## config.mk

```make
export PLATFORM = sky130hd
export DESIGN_NAME = cronometro_ctrl
export DESIGN_NICKNAME = d
export VERILOG_FILES = /design/src/rtl/cronometro_ctrl.sv
export SDC_FILE = /design/constraint.sdc
export NUM_CORES = 1
export LEC_CHECK = 0
export CAP_MARGIN = 25
export CORE_AREA = 2 2 93 95
export DETAILED_ROUTE_END_ITERATION = 16
export DIE_AREA = 0 0 95 97
export PLACE_DENSITY_LB_ADDON = 0.12
export SETUP_SLACK_MARGIN = 0.2
export SLEW_MARGIN = 20
export SYNTH_ARGS = -nofsm -noshare
export SYNTH_HDL_FRONTEND = slang
export SYNTH_SLANG_ARGS = --single-unit
```

## constraint.sdc

```tcl
create_clock -name clk -period 2.2 [get_ports clk]
set_input_delay 0.22 -clock clk [delete_from_list [all_inputs] [get_ports clk]]
set_output_delay 0.22 -clock clk [all_outputs]
set_load 0.05 [all_outputs]
```

## src/rtl/cronometro_ctrl.sv

```systemverilog
// cronometro_ctrl
//   Stopwatch control unit. Conditions three push-buttons into single-cycle
//   events, sequences IDLE/RUN/PAUSE, runs the centisecond prescaler and keeps
//   the MM:SS.cc time as six BCD digit registers, with a lap snapshot.
//
// Parameters
//   CLK_FREQ  clock frequency in Hz
//   TICK_HZ   count rate in Hz (DIV = CLK_FREQ/TICK_HZ, must be >= 2)
//
// Ports
//   clk        system clock, rising edge
//   rst_n      asynchronous active-low reset
//   btn_start  start/pause request (async level)
//   btn_clear  clear request (async level)
//   btn_lap    lap freeze/unfreeze request (async level)
//   dig0..dig5 BCD digits: cs units, cs tens, s units, s tens, m units, m tens
//   running    high in RUN
//   frozen     high while the lap snapshot is displayed
//   overflow   sticky, set on wrap past 59:59.99
module cronometro_ctrl #(
  parameter int CLK_FREQ = 50_000_000,
  parameter int TICK_HZ  = 100
) (
  input  logic       clk,
  input  logic       rst_n,
  input  logic       btn_start,
  input  logic       btn_clear,
  input  logic       btn_lap,
  output logic [3:0] dig0,
  output logic [3:0] dig1,
  output logic [3:0] dig2,
  output logic [3:0] dig3,
  output logic [3:0] dig4,
  output logic [3:0] dig5,
  output logic       running,
  output logic       frozen,
  output logic       overflow
);

  localparam int DIV = CLK_FREQ / TICK_HZ;
  localparam int PW  = (DIV > 1) ? $clog2(DIV) : 1;
  localparam logic [PW-1:0] PMAX = PW'(DIV - 1);

  // Per-digit wrap values, index 0 = centisecond units.
  localparam logic [5:0][3:0] TOP = {4'd5, 4'd9, 4'd5, 4'd9, 4'd9, 4'd9};

  typedef enum logic [1:0] {
    IDLE,
    RUN,
    PAUSE
  } state_t;

  // Button bit positions in the conditioning vectors.
  localparam int unsigned B_START = 0;
  localparam int unsigned B_CLEAR = 1;
  localparam int unsigned B_LAP   = 2;

  // ---------------------------------------------------------------------------
  // Input conditioning: two-flop synchronizer plus edge register per button.
  // ---------------------------------------------------------------------------
  logic [2:0] btn_raw;
  logic [2:0] sync1_q;
  logic [2:0] sync2_q;
  logic [2:0] prev_q;
  logic [2:0] ev;

  assign btn_raw = {btn_lap, btn_clear, btn_start};

  always_ff @(posedge clk or negedge rst_n) begin
    if (!rst_n) begin
      sync1_q <= '0;
      sync2_q <= '0;
      prev_q  <= '0;
    end else begin
      sync1_q <= btn_raw;
      sync2_q <= sync1_q;
      prev_q  <= sync2_q;
    end
  end

  assign ev = sync2_q & ~prev_q;

  // ---------------------------------------------------------------------------
  // Control FSM
  // ---------------------------------------------------------------------------
  state_t state_q;
  state_t state_d;
  logic   do_clear;
  logic   do_freeze;
  logic   do_unfreeze;
  logic   frozen_q;

  always_ff @(posedge clk or negedge rst_n) begin
    if (!rst_n) begin
      state_q <= IDLE;
    end else begin
      state_q <= state_d;
    end
  end

  // Only the highest-priority event that applies in the current state acts;
  // clear does not apply in RUN, so a simultaneous lap still gets through.
  always_comb begin
    state_d     = state_q;
    do_clear    = 1'b0;
    do_freeze   = 1'b0;
    do_unfreeze = 1'b0;
    case (state_q)
      IDLE: begin
        if (ev[B_START]) begin
          state_d = RUN;
        end
      end
      RUN: begin
        if (ev[B_START]) begin
          state_d = PAUSE;
        end else if (ev[B_LAP]) begin
          if (frozen_q) begin
            do_unfreeze = 1'b1;
          end else begin
            do_freeze = 1'b1;
          end
        end
      end
      PAUSE: begin
        if (ev[B_START]) begin
          state_d = RUN;
        end else if (ev[B_CLEAR]) begin
          state_d  = IDLE;
          do_clear = 1'b1;
        end else if (ev[B_LAP]) begin
          do_unfreeze = 1'b1;
        end
      end
      default: begin
        state_d = IDLE;
      end
    endcase
  end

  // ---------------------------------------------------------------------------
  // Prescaler: advances only in RUN, so PAUSE keeps the phase for resume.
  // ---------------------------------------------------------------------------
  logic [PW-1:0] presc_q;
  logic          tick;

  assign tick = (state_q == RUN) && (presc_q == PMAX);

  always_ff @(posedge clk or negedge rst_n) begin
    if (!rst_n) begin
      presc_q <= '0;
    end else if (do_clear) begin
      presc_q <= '0;
    end else if (state_q == RUN) begin
      presc_q <= tick ? '0 : presc_q + 1'b1;
    end
  end

  // ---------------------------------------------------------------------------
  // BCD time registers with a same-edge ripple carry.
  // cy[i] = digit i advances this edge; cy[6] = wrap past 59:59.99.
  // ---------------------------------------------------------------------------
  logic [5:0][3:0] live_q;
  logic [5:0][3:0] snap_q;
  logic [6:0]      cy;
  logic            overflow_q;

  function automatic logic [3:0] bcd_inc(input logic [3:0] d, input logic [3:0] top);
    return (d == top) ? 4'd0 : d + 4'd1;
  endfunction

  always_comb begin
    cy    = '0;
    cy[0] = tick;
    for (int unsigned i = 0; i < 6; i++) begin
      cy[i+1] = cy[i] && (live_q[i] == TOP[i]);
    end
  end

  always_ff @(posedge clk or negedge rst_n) begin
    if (!rst_n) begin
      live_q <= '0;
    end else if (do_clear) begin
      live_q <= '0;
    end else begin
      for (int unsigned i = 0; i < 6; i++) begin
        if (cy[i]) begin
          live_q[i] <= bcd_inc(live_q[i], TOP[i]);
        end
      end
    end
  end

  always_ff @(posedge clk or negedge rst_n) begin
    if (!rst_n) begin
      overflow_q <= 1'b0;
    end else if (do_clear) begin
      overflow_q <= 1'b0;
    end else if (cy[6]) begin
      overflow_q <= 1'b1;
    end
  end

  // ---------------------------------------------------------------------------
  // Lap snapshot: captures the pre-edge live value on freeze.
  // ---------------------------------------------------------------------------
  always_ff @(posedge clk or negedge rst_n) begin
    if (!rst_n) begin
      snap_q   <= '0;
      frozen_q <= 1'b0;
    end else if (do_clear) begin
      snap_q   <= '0;
      frozen_q <= 1'b0;
    end else if (do_freeze) begin
      snap_q   <= live_q;
      frozen_q <= 1'b1;
    end else if (do_unfreeze) begin
      frozen_q <= 1'b0;
    end
  end

  // ---------------------------------------------------------------------------
  // Outputs: registered sources, combinational live/snapshot select.
  // ---------------------------------------------------------------------------
  logic [5:0][3:0] disp;

  assign disp     = frozen_q ? snap_q : live_q;
  assign dig0     = disp[0];
  assign dig1     = disp[1];
  assign dig2     = disp[2];
  assign dig3     = disp[3];
  assign dig4     = disp[4];
  assign dig5     = disp[5];
  assign running  = (state_q == RUN);
  assign frozen   = frozen_q;
  assign overflow = overflow_q;

endmodule

```

==> results.json, run 1 <==
{
  "place_inst": 612,
  "path_cells": "ha_2, nand4_1, buf_4, nor4_4, buf_4, nand4_1, buf_4, mux2i_1, a31oi_1",
  "power_frac_comb": 0.296,
  "drt_iter0_drc": 232,
  "drc": 0,
  "htreeDepth": 3,
  "setup.worst_path.start": "presc_q[1]",
  "pwr-share-clk": 0.278,
  "hold_viol": 0,
  "hold_slack_ns": 0.303,
  "fp.dieH_um": 97,
  "die_x_um": 95,
  "final_cells": 656,
  "syn_nets": 464,
  "synth_area_mm2": 0.00426,
  "synth_warnings": 0,
  "max_freq_ghz": 0.445,
  "final.fill_count": 593,
  "hp-class": "primary input to flop",
  "p_switching_mw": 1.27,
  "crit_top_cell": "buf_4",
  "antenna_cells": 0,
  "setup_violations": 5,
  "final_core_util": 0.693,
  "grt_pass1_vias": 3556,
  "grt_usage": 0.233,
  "synth_top_cell_area_share": 0.470,
  "synth_edf_count": 0,
  "hold_start": "btn_clear",
  "drtPass1Iterations": 4,
  "p_sw_frac": 0.333,
  "drive_above_1_share": 0.352,
  "antenna_left": 0,
  "finClkSkew_ns": 0.00926,
  "cp_slowest_cell": "dfrtp_1",
  "crit_fanout": 4,
  "seqPwrFrac": 0.426,
  "crit_type": "flop to flop",
  "cts_tree": "done",
  "cpPeakStageDelay_ns": 0.38,
  "overflow": 0,
  "p_leak_nw": 2.46,
  "antenna_found_initial": 0,
  "synth.avg_cell_area_um2": 9.38,
  "row_count": 33,
  "vias": 3758,
  "max-slew-margin-rel": 0.666,
  "cp-start-kind": "flop",
  "root_buffer": "clkbuf_8",
  "core_mm2": 0.00813,
  "status": "finished, violations left",
  "yosysMostFrequentCell": "nand2_1",
  "worstReg2RegStart": "presc_q[1]",
  "yosysTopAreaCell": "dfrtp_1",
  "clkLatencyLatePin_ns": 0.35,
  "num_io_pins": 32,
  "clkSinkCount": 80,
  "async_reset_ff_frac": 1.00,
  "synth_ff_type": "dfrtp_1",
  "dp_hpwl_um": 6820,
  "clockBufferDepth": 2,
  "fin_ws_ns": -0.0470,
  "cts.clk_slew.worst_paths_ns": 0.08,
  "avgRoutedWirePerCell_um": 16.4,
  "area_growth_pct": 32.4,
  "synthTopCellsByCount": "nand2_1 (84), dfrtp_1 (80), a21oi_1 (50), nor2_1 (30)",
  "drt-vias-per-instance": 5.73,
  "fin_nets": 557,
  "ir_drop_mv": 0.333,
  "path_buf_inv": 3,
  "cp.arrival_ns": 2.52,
  "required_ns": 2.47,
  "grt_pass1_wl_um": 17100,
  "drv_cap": 0,
  "report.final.slew_viol_count": 0,
  "synth.distinct_cells": 56,
  "worst_path_dominant_cell_family": "simple AND/OR/NAND/NOR gates",
  "min_period_ns": 2.25,
  "dp_slack_ns": -0.0273,
  "cp-end-kind": "flop",
  "io_buffers": 31,
  "fp.dieArea_mm2": 0.00922,
  "gp_congestion": 0.916,
  "violations": "setup timing",
  "tightest_slew_ns": 0.499,
  "powerDensity_mw_per_mm2": 675,
  "post-route-period-util": 1.02,
  "synthCells": 454,
  "rsz0062_at_grt": "true",
  "yosys-top-cells-area": "dfrtp_1 (47%), nand2_1 (7.4%), a21oi_1 (5.9%), mux2_2 (5.0%), nor2_1 (2.6%)",
  "initial_core_util": 0.524,
  "ys_seq_elements": 80,
  "grt_max_degree": 56,
  "drt_wl_total_um": 10800,
  "p_int_mw": 2.54,
  "numCtsBuffers": 9,
  "seq_area_frac_synth": 0.470
}
## cell families (layout without fill, tap and decap cells)
| logic type | Yosys count | after routing | share of synthesized area |
|---|---|---|---|
| and+or+nand+nor | 211 | 211 | 0.274 |
| AOI/OAI and AO/OA | 86 | 86 | 0.110 |
| DFF | 80 | 80 | 0.470 |
| buffers and inverters | 33 | 130 | 0.0388 |
| muxes | 22 | 22 | 0.0573 |
| xor gates and xnor gates | 17 | 17 | 0.0350 |
| adders and majority gates | 5 | 5 | 0.0147 |
## power by group through the flow
stage / Combinational, mW / Clock [mW] / Sequential, mW
after global routing: 1.22 / 1.14 / 1.63
final: 1.13 / 1.06 / 1.62
after detailed placement: 0.994 / 0 / 1.65
after global placement: 0.971 / 0 / 1.64
after CTS: 1.03 / 1.07 / 1.62
after floorplan: 0.531 / 0 / 1.69
## layout make-up
type / count / area (um2) / share of cell area
multi-input cells: 341 / 2330 / 0.413
clock buffers: 9 / 124 / 0.0220
inverters: 9 / 37.5 / 0.00665
repair buffers: 106 / 952 / 0.169
well taps: 105 / 131 / 0.0233
flip-flops and latches: 80 / 2000 / 0.355
clock inverters: 6 / 61.3 / 0.0109
## metal layers
| layer | GRT usage | vias up | wire, um |
|---|---|---|---|
| met5 | 0 | - | 0 |
| met4 | 0.0858 | 0 | 174 |
| met1 | 0.321 | 1873 | 4910 |
| li1 | - | 1794 | - |
| met2 | 0.371 | 73 | 5350 |
| met3 | 0.0335 | 18 | 321 |
## registers in the layout, summed over array words and instances, names as in the netlist
signal    cells
overflow      1
snap_q       24
state_q       2
frozen        1
sync1_q       3
presc_q      19
sync2_q       3
live_q       24
prev_q        3
## placed cells by master, fill, tap and decap left out, types with 6 or more instances in the layout
master     n
inv_1      7
dfrtp_1   80
xnor2_1   10
xor2_1     7
nand4_1    8
buf_6      9
a21oi_1   40
buf_4     82
mux2_2    19
nand3b_1   7
nand3_1   11
nor2_1    29
nand2_1   82
buf_12     9
o21ai_0   11
a21oi_2   10
a31oi_1    6
o21ai_1    8
clkbuf_8   9
## through the flow
stage | area, um2 | total power [mW] | TNS [ns]
finish | 5640 | 3.81 | -0.149
global route | 5640 | 3.99 | -0.707
CTS | 5320 | 3.72 | 0
detailed placement | 5010 | 2.64 | -0.0396
global placement | 5010 | 2.62 | 0
floorplan | 4300 | 2.22 | -1.07
## worst reg2reg max path, stage by stage (launching register included)
cell and delay (ns):
dfrtp_1 0.38, ha_2 0.21, nand4_1 0.18, buf_4 0.20, nor4_4 0.27, buf_4 0.18, nand4_1 0.22, buf_4 0.23
mux2i_1 0.12, a31oi_1 0.19
## what timing repair did
item                                    in CTS  in global routing
hold buffers                                 1                  0
endpoints found under the hold margin       25                  0
resized for setup                            8                 45
endpoints found under the setup margin      28                 42
buffers inserted                            12                 16
pin swaps                                    9                 25
## final timing paths
check                              to  slack, ns  cells after the start
min reg2reg                sync2_q[0]       0.35                      0
min in group asynchronous  presc_q[2]       0.31                      2
max                        live_q[19]      -0.05                      9
min                        sync1_q[1]       0.30                      1
max reg2reg                live_q[19]      -0.05                      9
max in group asynchronous  snap_q[16]       1.28                      3
Power figures use the tool's default switching activity.
==> run 2: changes to the inputs <==
TNS_END_PERCENT = 1   (was unset)
==> results.json, run 2 (synthesis results as in run 1) <==
{
  "numCtsBuffers": 9,
  "hold-path-cell-count": 1,
  "drt_iter0_drc": 156,
  "cp_num_cells": 7,
  "antenna_left": 0,
  "r2r_setup_slack_ns": 0.05,
  "clkLatencyLatePin_ns": 0.36,
  "busiest_layer": "met2",
  "dp_hpwl_um": 6630,
  "drc": 0,
  "post-route-period-util": 0.976,
  "final_cell_mix": "nand2_1 (84), dfrtp_1 (80), buf_4 (58), a21oi_1 (48), nor2_1 (30)",
  "hold_viol": 0,
  "grt_max_degree": 42,
  "row_count": 33,
  "final_core_util": 0.647,
  "met1_usage": 0.328,
  "area_growth_pct": 23.6,
  "root_buffer": "clkbuf_8",
  "fp.dieH_um": 97,
  "crit_end": "live_q[23]",
  "overflow": 0,
  "avgRoutedWirePerCell_um": 15.5,
  "num_io_pins": 32,
  "finClkSkew_ns": 0.0131,
  "status": "finished clean",
  "hp-class": "primary input to flop",
  "worstReg2RegStart": "state_q[0]",
  "hold_slack_ns": 0.300,
  "antenna_cells": 0,
  "required_ns": 2.48,
  "cts_tree": "done",
  "regArea_mm2": 0.00200,
  "drive_above_1_share": 0.262,
  "cp.arrival_ns": 2.43,
  "cts.clk_slew.worst_paths_ns": 0.08,
  "drtPass1Iterations": 4,
  "final.fill_count": 653,
  "io_buffers": 31,
  "worst_path_dominant_cell_family": "simple AND/OR/NAND/NOR gates",
  "htreeDepth": 3,
  "crit_fanout": 9,
  "finalSetupTns_ns": 0,
  "powerDensity_mw_per_mm2": 699,
  "grt_pass1_vias": 3525,
  "reg.largest.list": "live_q x24, snap_q x24, presc_q x19",
  "initial_core_util": 0.524,
  "max-slew-margin-rel": 0.629,
  "clkSinkCount": 80,
  "report.final.slew_viol_count": 0,
  "crit_type": "flop to flop",
  "cp-start-kind": "flop",
  "max_freq_ghz": 0.466,
  "layout_commonest_cell": "nand2_1",
  "gr-usage-met3": 0.0413,
  "tightest_slew_ns": 0.557,
  "path_buf_inv": 1,
  "fp.dieArea_mm2": 0.00922,
  "p_leak_nw": 2.26,
  "grt_usage": 0.231,
  "min_period_ns": 2.15,
  "drt-vias-per-instance": 5.64,
  "drt_wl_total_um": 9710,
  "gp_congestion": 0.855,
  "cp_slowest_cell": "or4bb_4",
  "multi_input_area_mm2": 0.00216,
  "setup_violations": 0,
  "cp-end-kind": "flop",
  "fin_nets": 528,
  "core_mm2": 0.00813,
  "fin_ws_ns": 0.0533,
  "drv_cap": 0,
  "cpPeakStageDelay_ns": 0.46,
  "dp_slack_ns": 0.0423,
  "antenna_found_initial": 0,
  "die_x_um": 95,
  "regToRegEndpoint": "live_q[23]",
  "reg2regPathDepth": 7,
  "clockBufferDepth": 2,
  "path_cells": "ha_4, or4bb_4, nor4_4, buf_6, nand3_4, or4_1, a21oi_1",
  "ir_drop_mv": 0.420,
  "vias": 3539,
  "rsz0062_at_grt": "true",
  "gr-usage-met2": 0.363,
  "grt_pass1_wl_um": 17100,
  "setup.worst_path.start": "state_q[0]"
}
run 2: cell count changes in the layout (fill, tap and decap cells not counted), moves of 5 or more:
cell | before | now
buf_6 | 9 | 3
a21oi_1 | 40 | 48
nand3_1 | 11 | 16
o21ai_0 | 11 | 19
a21oi_2 | 10 | 2
o21ai_1 | 8 | 0
buf_4 | 82 | 58
run 2: how the worst min path moves through the flow:
| stage | start | endpoint | slack [ns] |
|---|---|---|---|
| after floorplan | rst_n | frozen | -0.08 |
| after global placement | rst_n | presc_q[6] | 0.24 |
| after detailed placement | rst_n | presc_q[6] | 0.25 |
| after CTS | btn_clear | sync1_q[1] | 0.28 |
| after global routing | btn_clear | sync1_q[1] | 0.30 |
| final | btn_clear | sync1_q[1] | 0.30 |
run 2: routing by layer:
metal,vias up,routed length [um]
met2,52,4790
li1,1729,-
met4,0,83
met5,-,0
met3,9,387
met1,1749,4450
run 2: power breakdown:
part	total, mW	switching, mW	internal (mW)	leakage (nW)
clock	1.12	0.565	0.559	0.0989
combinational	0.944	0.571	0.373	1.07
sequential	1.61	0.0681	1.55	1.09
run 2: metrics by stage:
stage	area [um2]	power (mW)	std cells
detailed placement	4970	2.59	608
CTS	5180	3.71	625
floorplan	4280	2.21	454
global route	5270	3.88	628
global placement	4970	2.57	608
finish	5270	3.68	628
run 2: worst reg2reg max path, cell delays in order (launching register included):
cell and delay (ns):
dfrtp_1 0.45, ha_4 0.18, or4bb_4 0.46, nor4_4 0.15, buf_6 0.18, nand3_4 0.10
or4_1 0.42, a21oi_1 0.14
run 2: repair_timing:
item | in CTS | in global routing
hold buffers | 1 | 0
setup buffers | 0 | 3
resized for setup | 1 | 14
endpoints found under the hold margin | 40 | 0
pin swaps | 0 | 7
setup endpoints to repair | 27 | 42
run 2: layout make-up:
type                       instances  area share
clock buffer                      10      0.0261
clock inverter                     6      0.0128
inverter                           9     0.00642
multi-input combinational        341       0.411
sequential                        80       0.380
tap                              105      0.0250
timing repair buffer              77       0.139
